## config.mk

```make
export PLATFORM = sky130hd
export DESIGN_NAME = minmax_seq
export DESIGN_NICKNAME = d
export VERILOG_FILES = /design/src/rtl/minmax_seq.sv
export SDC_FILE = /design/constraint.sdc
export NUM_CORES = 1
export LEC_CHECK = 0
export CORE_MARGIN = 2
export CORE_UTILIZATION = 25
export DETAILED_ROUTE_END_ITERATION = 8
export PLACE_DENSITY = 0.48
export SYNTH_ARGS = -nofsm -noshare
export SYNTH_HDL_FRONTEND = slang
export SYNTH_HIERARCHICAL = 1
export SYNTH_SLANG_ARGS = --single-unit
```

## constraint.sdc

```tcl
create_clock -name clk -period 4.25 [get_ports clk]
set_input_delay 0.6375 -clock clk [delete_from_list [all_inputs] [get_ports clk]]
set_output_delay 0.6375 -clock clk [all_outputs]
set_load 0.05 [all_outputs]
```

## src/rtl/minmax_seq.sv

```systemverilog
// Sequential batch min/max/count tracker. A single signed less-than comparator
// is shared between the min and max updates, one per cycle.
module minmax_slt #(
  parameter int unsigned N = 32
) (
  input  logic [N-1:0] a_i,
  input  logic [N-1:0] b_i,
  output logic         lt_o
);
  assign lt_o = $signed(a_i) < $signed(b_i);
endmodule

module minmax_seq #(
  parameter int unsigned N  = 32,
  parameter int unsigned CW = 16
) (
  input  logic          clk,
  input  logic          rst,
  input  logic          start,
  input  logic          in_valid,
  output logic          in_ready,
  input  logic [N-1:0]  in_data,
  input  logic          in_last,
  output logic          out_valid,
  input  logic          out_ready,
  output logic [N-1:0]  out_min,
  output logic [N-1:0]  out_max,
  output logic [CW-1:0] out_count,
  output logic          busy
);
  typedef enum logic [2:0] {IDLE, ACCEPT, CMP_MIN, CMP_MAX, DONE} state_t;

  state_t        state_q, state_d;
  logic [N-1:0]  min_q, min_d, max_q, max_d, samp_q, samp_d;
  logic [CW-1:0] cnt_q, cnt_d;
  logic          last_q, last_d, first_q, first_d;
  logic [N-1:0]  cmp_a, cmp_b;
  logic          cmp_lt;

  minmax_slt #(.N(N)) u_slt (
    .a_i  (cmp_a),
    .b_i  (cmp_b),
    .lt_o (cmp_lt)
  );

  always_ff @(posedge clk or negedge rst) begin
    if (!rst) begin
      state_q <= IDLE;
      min_q   <= '0;
      max_q   <= '0;
      samp_q  <= '0;
      cnt_q   <= '0;
      last_q  <= 1'b0;
      first_q <= 1'b1;
    end else begin
      state_q <= state_d;
      min_q   <= min_d;
      max_q   <= max_d;
      samp_q  <= samp_d;
      cnt_q   <= cnt_d;
      last_q  <= last_d;
      first_q <= first_d;
    end
  end

  always_comb begin
    state_d = state_q;
    min_d   = min_q;
    max_d   = max_q;
    samp_d  = samp_q;
    cnt_d   = cnt_q;
    last_d  = last_q;
    first_d = first_q;
    cmp_a   = samp_q;
    cmp_b   = min_q;
    case (state_q)
      IDLE: begin
        if (start) begin
          state_d = ACCEPT;
          min_d   = '0;
          max_d   = '0;
          cnt_d   = '0;
          first_d = 1'b1;
        end
      end
      ACCEPT: begin
        if (in_valid) begin
          samp_d = in_data;
          last_d = in_last;
          if (cnt_q != '1) cnt_d = cnt_q + CW'(1);
          if (first_q) begin
            min_d   = in_data;
            max_d   = in_data;
            first_d = 1'b0;
            state_d = in_last ? DONE : ACCEPT;
          end else begin
            state_d = CMP_MIN;
          end
        end
      end
      CMP_MIN: begin
        cmp_a = samp_q;
        cmp_b = min_q;
        if (cmp_lt) min_d = samp_q;
        state_d = CMP_MAX;
      end
      CMP_MAX: begin
        // Operands swapped so the same a<b comparator answers max<sample.
        cmp_a = max_q;
        cmp_b = samp_q;
        if (cmp_lt) max_d = samp_q;
        state_d = last_q ? DONE : ACCEPT;
      end
      DONE: begin
        if (out_ready) state_d = IDLE;
      end
      default: state_d = IDLE;
    endcase
  end

  assign in_ready  = (state_q == ACCEPT);
  assign out_valid = (state_q == DONE);
  assign busy      = (state_q != IDLE);
  assign out_min   = min_q;
  assign out_max   = max_q;
  assign out_count = cnt_q;
endmodule
```

==> results_dict.tcl, run 1 <==
set metrics [dict create \
    final_layout_size_suffix_gt1_share_pct 13.74 \
    post-route-min-period_ns 3.788 \
    via_count 6133 \
    ios 121 \
    clock-sinks 117 \
    netSwitchingFraction_pct 45.52 \
    rows 60 \
    setup_viol 0 \
    place_congestion 0.7691 \
    yosysWarnings 6 \
    synth.top_cell.area_share_pct 41.83 \
    coreArea_sq_um 27100 \
    power_mw 7.661 \
    multiInputGateArea_sq_um 3679 \
    arrival_ns 4.07 \
    drt_wl_total_um 21070 \
    yosys_register_bits 117 \
    cap_violations 0 \
    ys_seq_area_share_pct 42.21 \
    syn_inst 814 \
    clockPowerShare_pct 19.4 \
    crit_type "flop to flop" \
    drc 0 \
    io_buffers 120 \
    cp.required_ns 4.53 \
    finalSetupTns_ns 0 \
    async_flop_share_pct 100.0 \
    yosysUniqueCellTypes 58 \
    overflow 0 \
    nNetsFinal 1003 \
    cts_max_path_buffers 2 \
    clock_skew_ns 0.01455 \
    htreeDepth 4 \
    crit_top_cell "nand2_1" \
    die_w_um 170.6 \
    grt_max_degree 68 \
    switchingPower_mw 3.487 \
    cp_max_fo 46 \
    regArea_sq_um 2929 \
    hold_buffers 0 \
    cts_tree "done" \
    clk_pin_slew_worst_paths_ns 0.07 \
    syn_nets 884 \
    synth_top_cell_by_area "dfrtp_1" \
    fmax_mhz 264.0 \
    internal_power_mw 4.174 \
    worst_pin_slew_ns 0.9293 \
    nFillCells 2799 \
    power_density_nw_per_um2 827.0 \
    relSlewSlack_pct 37.53 \
    synth_edf_count 0 \
    grt_use_total_pct 14.88 \
    cpPeakStageDelay_ns 0.52 \
    first_pass_iters 4 \
    critPathBufInv 2 \
    grt_pass1_wl_um 33580 \
    die_y_um 170.6 \
    peakVddDrop_mv 0.3394 \
    critPathLaunchType "flop" \
    combinationalPowerShare_pct 55.4 \
    slowest_stage "or3_2" \
    slew_violations 0 \
    avgSynthCellArea_sq_um 8.525 \
    finalHoldViolations 0 \
    seqPwrFrac_pct 25.3 \
    p_leak_nw 4.474 \
    drt_iter0_markers 321 \
    path_cells "or3_2 > buf_12 > nand2_1 > nand2_1 > ha_1 > a211oi_2 > nor2_1 > a211o_1 > a311oi_2 > o21ai_1 > mux2i_1 > and3_1 > o21ai_4 > buf_4 > mux2_1" \
    vias_per_cell 4.650 \
    synth_flop_cell "dfrtp_1" \
    cts_buffers 17 \
    antenna_found_initial 1 \
    clockRootBuffer "clkbuf_16" \
    crit_family "compound AO/OA/AOI/OAI gates" \
    hold_path.class "input port to async pin" \
    hpwlAfterDp_um 14730 \
    status "completed" \
    end_kind "flop" \
    fin_crit_sh_pct 89.13 \
    synthTopCellsByArea "dfrtp_1, nand2_1, mux2_2, ha_1, a22o_1" \
    clock_latency_ns 0.42 \
    ant_nets 0 \
    rsz0062_at_grt "false" \
    avgRoutedWirePerCell_um 15.97 \
    die-area_sq_um 29110 \
    grt_pass1_vias 6051 \
    syn_area_sq_um 6939 \
    initial_core_util_pct 25.60 \
    holdWs_ns 0.3525 \
    areaGrowthSynthToFinish_pct 33.50 \
]
[final timing paths]
kind                                        startpoint                     end  slack, ns  depth (start not counted)
worst max-delay path            state_q[2]$_DFFE_PN0P_  out_max[3]$_DFFE_PN0P_       0.46                         15
worst min-delay path                               rst  samp_q[24]$_DFFE_PN0P_       0.35                          1
worst max register to register  state_q[2]$_DFFE_PN0P_  out_max[3]$_DFFE_PN0P_       0.46                         15
worst min register to register      last_q$_DFFE_PN0P_      last_q$_DFFE_PN0P_       0.54                          1
max in group asynchronous                          rst     first_q$_DFFE_PN1P_       3.02                          2
min in group clk                    last_q$_DFFE_PN0P_      last_q$_DFFE_PN0P_       0.54                          1
[area by class of cell]
class                           count  area share [%]
Antenna cell                        1         0.02701
Clock buffer                       19           4.781
Clock inverter                     13           1.702
Inverter                           47           1.904
Multi-Input combinational cell    610           39.71
Sequential cell                   117           31.62
Tap cell                          372           5.024
Timing Repair Buffer              140           15.23
[what timing repair did]
| action | CTS | global route |
|---|---|---|
| buffers inserted | 0 | 2 |
| endpoints found under the setup margin | 0 | 20 |
| endpoints found under the hold margin | 0 | 0 |
| gates resized for setup | 0 | 0 |
[cells in the final DEF (no fill, tap or decap), types with 3 or more instances in the layout]
cell type / netlist / routed
clkinv_2: 0 / 4
dfrtp_1: 116 / 116
inv_1: 46 / 46
clkbuf_16: 0 / 17
nand2_1: 333 / 333
a21oi_1: 12 / 12
nand2b_1: 3 / 3
buf_4: 1 / 16
nand3_1: 11 / 11
o31ai_1: 5 / 5
o21ai_0: 22 / 22
a221o_1: 5 / 5
mux2i_1: 4 / 4
and3_1: 6 / 6
nand4_1: 9 / 9
a22o_1: 36 / 36
nor2_1: 10 / 10
clkdlybuf4s50_1: 0 / 119
mux2_1: 5 / 5
bufinv_16: 0 / 3
clkinvlp_4: 0 / 4
mux2_2: 60 / 60
a21o_1: 5 / 5
nor3_1: 7 / 6
o311ai_0: 5 / 5
buf_12: 0 / 5
ha_1: 32 / 32
[layer usage]
layer  GRT usage, %  wire length (um)
met5              0                 0
met4          4.088               218
met1          20.01             10030
met2          24.01              9801
met3          3.354              1023
[registers in the layout, indices dropped and copies added (netlist names)]
| name | count |
|---|---|
| samp_q | 32 |
| out_min | 32 |
| out_count | 16 |
| state_q | 3 |
| first_q | 1 |
| out_max | 32 |
| last_q | 1 |
[synthesized netlist by cell type (6+ instances only)]
cell,count
mux2_2,60
ha_1,32
a22o_1,36
inv_1,46
nor2_1,10
o21ai_0,22
clkbuf_1,15
nand4_1,9
and3_1,6
nand2_1,333
nand3_1,11
buf_2,19
dfrtp_1,116
a21oi_1,12
nor3_1,7
[power by group through the flow]
stage,Combinational (mW),Sequential (mW),Clock (mW)
after floorplan,2.26,2.59,0
after detailed placement,4.26,1.95,0
after global placement,4.23,1.96,0
after global routing,4.67,1.99,1.58
after CTS,4.28,1.94,1.53
final,4.24,1.93,1.48
[cells by family (layout without fill, tap and decap cells)]
group,after synthesis,after routing,share of synthesized area [%]
AOI/OAI and AO/OA,110,110,11.77
adders and majority gates,32,32,5.770
buffers and inverters,87,219,5.211
DFF,117,117,42.21
muxes,69,69,11.13
other,0,1,0
and+or+nand+nor,399,399,23.91
[metrics by stage]
stage | cell area [sq um] | setup slack [ns] | utilization (%) | cells
floorplan | 6939 | 0.4268 | - | 814
global placement | 8646 | 0.2509 | 31.90 | 1284
detailed placement | 8646 | 0.2137 | 31.90 | 1284
CTS | 9246 | 0.2052 | 34.12 | 1316
global route | 9261 | 0.1981 | 34.17 | 1318
finish | 9264 | 0.4620 | 34.18 | 1319
Power figures use the tool's default switching activity.
==> run 2, diff against run 1 <==
CORE_MARGIN = 4   (was 2)
CTS_CLUSTER_DIAMETER = 40   (was not set)
==> run 2 against run 1 <==
Net effect: clock power is essentially flat; sequential power barely moved; count of clock-buffer cells in the layout rose by 4; highest routed layer is now met5; global-route usage decreased by 1.0 points; via count is 0.95% lower; flip-flop and latch count stayed put; largest cell class unchanged; clock skew barely moved; critical path type unchanged; utilization hardly changed.
==> results_dict.tcl, run 2 (synthesized netlist as in run 1, its figures left out) <==
set metrics [dict create \
    grt_pass1_wl_um 33880 \
    cts_tree "done" \
    arrival_ns 4.12 \
    final_layout_size_suffix_gt1_share_pct 13.73 \
    areaGrowthSynthToFinish_pct 33.65 \
    vias_per_cell 4.606 \
    ios 121 \
    overflow 0 \
    stdcell_area_sq_um 9274 \
    post-route-min-period_ns 3.827 \
    setup_viol 0 \
    cp_max_fo 19 \
    ant_nets 0 \
    drt_wl_total_um 21200 \
    nFillCells 2845 \
    relSlewSlack_pct 39.87 \
    cpPeakStageDelay_ns 0.49 \
    coreArea_sq_um 27100 \
    rows 60 \
    die_w_um 174.6 \
    nNetsFinal 1005 \
    holdWs_ns 0.3392 \
    clk_pin_slew_worst_paths_ns 0.06 \
    cts_max_path_buffers 2 \
    clock_latency_ns 0.42 \
    avgRoutedWirePerCell_um 16.07 \
    place_congestion 0.7637 \
    drc 0 \
    clock_skew_ns 0.01415 \
    initial_core_util_pct 25.60 \
    fin_util_pct 34.22 \
    hold_path.class "input port to async pin" \
    grt_use_total_pct 13.84 \
    path_cells "inv_1 > or3_2 > buf_4 > buf_4 > nand2_1 > nand2_1 > ha_1 > a21oi_1 > a21boi_1 > o21bai_1 > a31oi_1 > or4b_1 > mux2i_1 > nor2b_1 > o21ai_4 > buf_12 > mux2_2" \
    finalSetupTns_ns 0 \
    io_buffers 120 \
    via_count 6075 \
    htreeDepth 4 \
    clock-sinks 117 \
    fin_crit_sh_pct 90.04 \
    regArea_sq_um 2929 \
    postCtsResizedCells 0 \
    dpl_cell_area_sq_um 8648 \
    power_density_nw_per_um2 829.6 \
    cap_violations 0 \
    crit_type "flop to flop" \
    fmax_mhz 261.3 \
    die_y_um 174.6 \
    critPathLaunchType "flop" \
    slowest_stage "or4b_1" \
    p_leak_nw 4.486 \
    drt_iter0_markers 339 \
    end_kind "flop" \
    grt_pass1_vias 5956 \
    slew_violations 0 \
    cp.required_ns 4.55 \
    first_pass_iters 5 \
    die-area_sq_um 30490 \
    grt_max_degree 66 \
    hpwlAfterDp_um 14960 \
    worst_pin_slew_ns 0.9020 \
    final_cell_mix "nand2_1, clkdlybuf4s50_1, dfrtp_1" \
    clockRootBuffer "clkbuf_16" \
    peakVddDrop_mv 0.4298 \
    antenna_found_initial 1 \
    cts_buffers 17 \
    status "completed" \
    diodes 0 \
    finalHoldViolations 0 \
    multiInputGateArea_sq_um 3679 \
    layout_commonest_cell "nand2_1" \
    rsz0062_at_grt "false" \
]
## run 2: cell count changes in the layout (fill, tap and decap cells not counted)
cell,previous run,this run
clkinv_4,2,0
diode_2,1,0
clkinvlp_4,4,3
clkinv_2,4,2
clkbuf_1,1,2
buf_12,5,4
buf_4,16,19
clkbuf_8,1,4
## run 2: worst paths after layout
kind                                          endpoint              startpoint  slack, ns  cells past startpoint
worst max-delay path            out_min[7]$_DFFE_PN0P_  state_q[1]$_DFFE_PN0P_       0.42                     17
worst min-delay path            samp_q[24]$_DFFE_PN0P_                     rst       0.34                      1
worst max register to register  out_min[7]$_DFFE_PN0P_  state_q[1]$_DFFE_PN0P_       0.42                     17
worst min register to register   samp_q[8]$_DFFE_PN0P_   samp_q[8]$_DFFE_PN0P_       0.53                      2
max in group asynchronous       out_max[6]$_DFFE_PN0P_                     rst       3.08                      2
min in group clk                 samp_q[8]$_DFFE_PN0P_   samp_q[8]$_DFFE_PN0P_       0.53                      2
## run 2: per-layer routing
| layer | part of all wire, % | track usage [%] |
|---|---|---|
| met3 | 4.8 | 3.721 |
| met4 | 0.72 | 3.372 |
| met2 | 48 | 22.80 |
| met1 | 47 | 18.18 |
| met5 | 0.061 | 0 |
## run 2: timing repair
action | CTS | global route
hold buffers | 0 | 0
endpoints found under the setup margin | 0 | 19
setup buffers | 0 | 2
## run 2: stage by stage
| step | power, mW | instances | setup slack [ns] |
|---|---|---|---|
| after floorplan | 4.848 | 814 | 0.4268 |
| after global placement | 6.211 | 1286 | 0.2282 |
| after detailed placement | 6.231 | 1286 | 0.1692 |
| after CTS | 7.775 | 1317 | 0.1606 |
| after global routing | 8.250 | 1319 | 0.1459 |
| final | 7.694 | 1319 | 0.4232 |
## run 2: cell type report
cell class,instances,share of cell area (%)
repair buffers,142,15.25
flip-flops and latches,117,31.58
multi-input cells,610,39.67
well taps,372,5.019
inverters,47,1.902
clock buffers,23,5.262
clock inverters,8,1.322
## run 2: power breakdown
part	switching (mW)	internal (mW)	total, mW
Combinational	2.55	1.72	4.27
Sequential	0.396	1.53	1.92
Clock	0.522	0.979	1.50
## run 2: worst max-delay path: cells and delay by family (launching register included)
family | cells | cell delay [ns]
AND/OR/NAND/NOR | 5 | 1.34
flip-flops | 1 | 0.34
adder cells (fa/ha/maj) | 1 | 0.32
AO/OA/AOI/OAI | 5 | 0.61
buffers and inverters | 4 | 0.65
multiplexers | 2 | 0.43
==> run 3, diff against run 2 <==
ABC_AREA = 1   (was not set)
==> run 3 against run 2 <==
Net effect: critical endpoint is now out_min[31]$_DFFE_PN0P_; clock power increased by 8%; worst hold slack better by 0.021 ns; global-route usage is 0.56 points lower; cell area grew 3.2%; clock skew grew 0.0037 ns; via count increased by 6.1%; utilization down 1.1 points; flip-flop and latch count unchanged; register-to-register slack improved by 0.25 ns; routed wire length about the same; die area increased by 6.2%.
==> results_dict.tcl, run 3 <==
set metrics [dict create \
    status "completed" \
    postCtsResizedCells 0 \
    end_kind "flop" \
    peakVddDrop_mv 0.4791 \
    syn_nets 1043 \
    grt_use_total_pct 13.28 \
    cts_buffers 17 \
    synthTopCellsByArea "dfrtp_1, nand2_1, o21ai_0, o21ai_2, inv_1" \
    holdWs_ns 0.3605 \
    finalSetupTns_ns 0 \
    avgRoutedWirePerCell_um 14.36 \
    grt_max_degree 66 \
    cp.required_ns 4.56 \
    synth_edf_count 0 \
    path_cells "inv_2 > nor2_4 > nand2_4 > buf_4 > nand2_1 > o21ai_0 > inv_1 > ha_1 > a21oi_1 > o21ai_0 > a21oi_2 > nand2_1 > nand2_1 > nand3_1 > nand2_1 > nand2_1 > a21oi_1 > nand3_4 > buf_12 > nand2_1 > o21ai_2" \
    first_pass_iters 4 \
    die_y_um 179.9 \
    synth-compound-area-share_pct 22.99 \
    ios 121 \
    areaGrowthSynthToFinish_pct 29.49 \
    drt_iter0_markers 418 \
    critPathBufInv 4 \
    avgSynthCellArea_sq_um 7.596 \
    yosysUniqueCellTypes 37 \
    fin_util_pct 33.08 \
    multiInputGateArea_sq_um 3687 \
    vias_per_cell 4.369 \
    crit_type "flop to flop" \
    coreArea_sq_um 28940 \
    grt_pass1_vias 6336 \
    place_congestion 0.7616 \
    rsz0062_at_grt "false" \
    synth_simple_gate_area_share_pct 21.20 \
    relSlewSlack_pct 36.15 \
    synth.top_cell.area_share_pct 39.28 \
    regArea_sq_um 2929 \
    slew_violations 0 \
    synth_xor_area_share_pct 0.1185 \
    drt_wl_total_um 21190 \
    die_w_um 179.9 \
    finalHoldViolations 0 \
    clock-sinks 117 \
    drc 0 \
    fin_crit_sh_pct 84.18 \
    yosys_register_bits 117 \
    p_leak_nw 4.155 \
    cpPeakStageDelay_ns 0.44 \
    htreeDepth 4 \
    worst_pin_slew_ns 0.9578 \
    overflow 0 \
    synth_flop_cell "dfrtp_1" \
    syn_inst 973 \
    clockRootBuffer "clkbuf_16" \
    grt_pass1_wl_um 34850 \
    synth_common_cells "nand2_1, o21ai_0, inv_1, dfrtp_1, o21ai_2" \
    synth_most_common_cell "nand2_1" \
    power_density_nw_per_um2 892.7 \
    hold_path.class "input port to async pin" \
    nFillCells 3047 \
    fmax_mhz 279.5 \
    io_buffers 120 \
    post_cts.repair.setup_buffers 0 \
    layout_commonest_cell "nand2_1" \
    async_flop_share_pct 100.0 \
    arrival_ns 3.88 \
    clock_latency_ns 0.42 \
    clk_pin_slew_worst_paths_ns 0.06 \
    antenna_found_initial 5 \
    ys_seq_area_share_pct 39.63 \
    via_count 6448 \
    critPathLaunchType "flop" \
    crit_family "simple AND/OR/NAND/NOR gates" \
    hold_buffers 0 \
    setup_viol 0 \
    slowest_stage "buf_4" \
    cts_max_path_buffers 2 \
    ant_nets 0 \
    hpwlAfterDp_um 14740 \
    initial_core_util_pct 25.54 \
    syn_area_sq_um 7391 \
    nNetsFinal 1148 \
    post-route-min-period_ns 3.578 \
    synthAdderAreaFrac_pct 5.417 \
    synth_top_cell_by_area "dfrtp_1" \
    cp_max_fo 51 \
    yosysWarnings 6 \
    crit_top_cell "nand2_1" \
    final_layout_size_suffix_gt1_share_pct 13.47 \
    final_cell_mix "nand2_1, o21ai_0, inv_1" \
    synth_top_family_by_area "compound AO/OA/AOI/OAI gates" \
    rows 62 \
    die-area_sq_um 32380 \
    cts_tree "done" \
    muxShareOfSynthArea_pct 0 \
    cap_violations 0 \
    clock_skew_ns 0.01781 \
]
[run 3: cell count changes after synthesis, sizes merged, moves of 12 or more]
cell,change
nor2,+32
o21ai,+180
inv,+83
a22o,-36
o21a,+33
nand2,-24
mux2,-65
a21oi,+12
[run 3: layout make-up]
cell class                      count  area share, %
Inverter                          130          5.125
Multi-Input combinational cell    681          38.53
Antenna cell                        1        0.02615
Timing Repair Buffer              131          13.78
Clock buffer                       22          5.164
Clock inverter                     10          1.752
Sequential cell                   117          30.61
Tap cell                          384          5.020
[run 3: worst paths after layout]
| kind | startpoint | endpoint | slack, ns | cells past startpoint |
|---|---|---|---|---|
| worst max-delay path | state_q[0]$_DFFE_PN0P_ | out_min[31]$_DFFE_PN0P_ | 0.67 | 21 |
| worst max register to register | state_q[0]$_DFFE_PN0P_ | out_min[31]$_DFFE_PN0P_ | 0.67 | 21 |
| min in group clk | out_min[25]$_DFFE_PN0P_ | out_min[25]$_DFFE_PN0P_ | 0.51 | 2 |
| worst min-delay path | rst | out_count[11]$_DFFE_PN0P_ | 0.36 | 1 |
| worst min register to register | out_min[25]$_DFFE_PN0P_ | out_min[25]$_DFFE_PN0P_ | 0.51 | 2 |
| max in group asynchronous | rst | samp_q[14]$_DFFE_PN0P_ | 3.04 | 2 |
[run 3: stage by stage]
stage	instance area, sq um	instances	total power [mW]	setup slack (ns)
2_1_floorplan	7391	973	5.840	1.197
3_3_place_gp	8906	1443	7.005	0.6342
3_5_place_dp	8906	1443	7.029	0.6391
4_1_cts	9568	1475	8.700	0.6266
5_1_grt	9570	1476	9.334	0.2268
6_report	9570	1476	8.544	0.6723
[run 3: metal layers]
layer,track usage [%],wire length [um],up-vias
met3,3.860,1160,22
met5,0,56,-
li1,-,-,3328
met4,3.901,293,8
met1,17.67,10150,2961
met2,21.03,9531,129
[run 3: kinds of logic (layout without fill, tap and decap cells)]
family                     after synthesis  after routing
AOI/OAI and AO/OA                      269            269
xor gates and xnor gates                 1              1
adders and majority gates               32             32
buffers and inverters                  175            293
DFF                                    117            117
other                                    0              1
and+or+nand+nor                        379            379
[run 3: power breakdown]
| group | internal (mW) | switching, mW | total, mW | leakage [nW] |
|---|---|---|---|---|
| logic | 1.64 | 3.48 | 5.11 | 2.32 |
| registers | 1.52 | 0.289 | 1.81 | 1.52 |
| clock network | 1.06 | 0.557 | 1.62 | 0.311 |
| total | 4.22 | 4.32 | 8.54 | 4.16 |
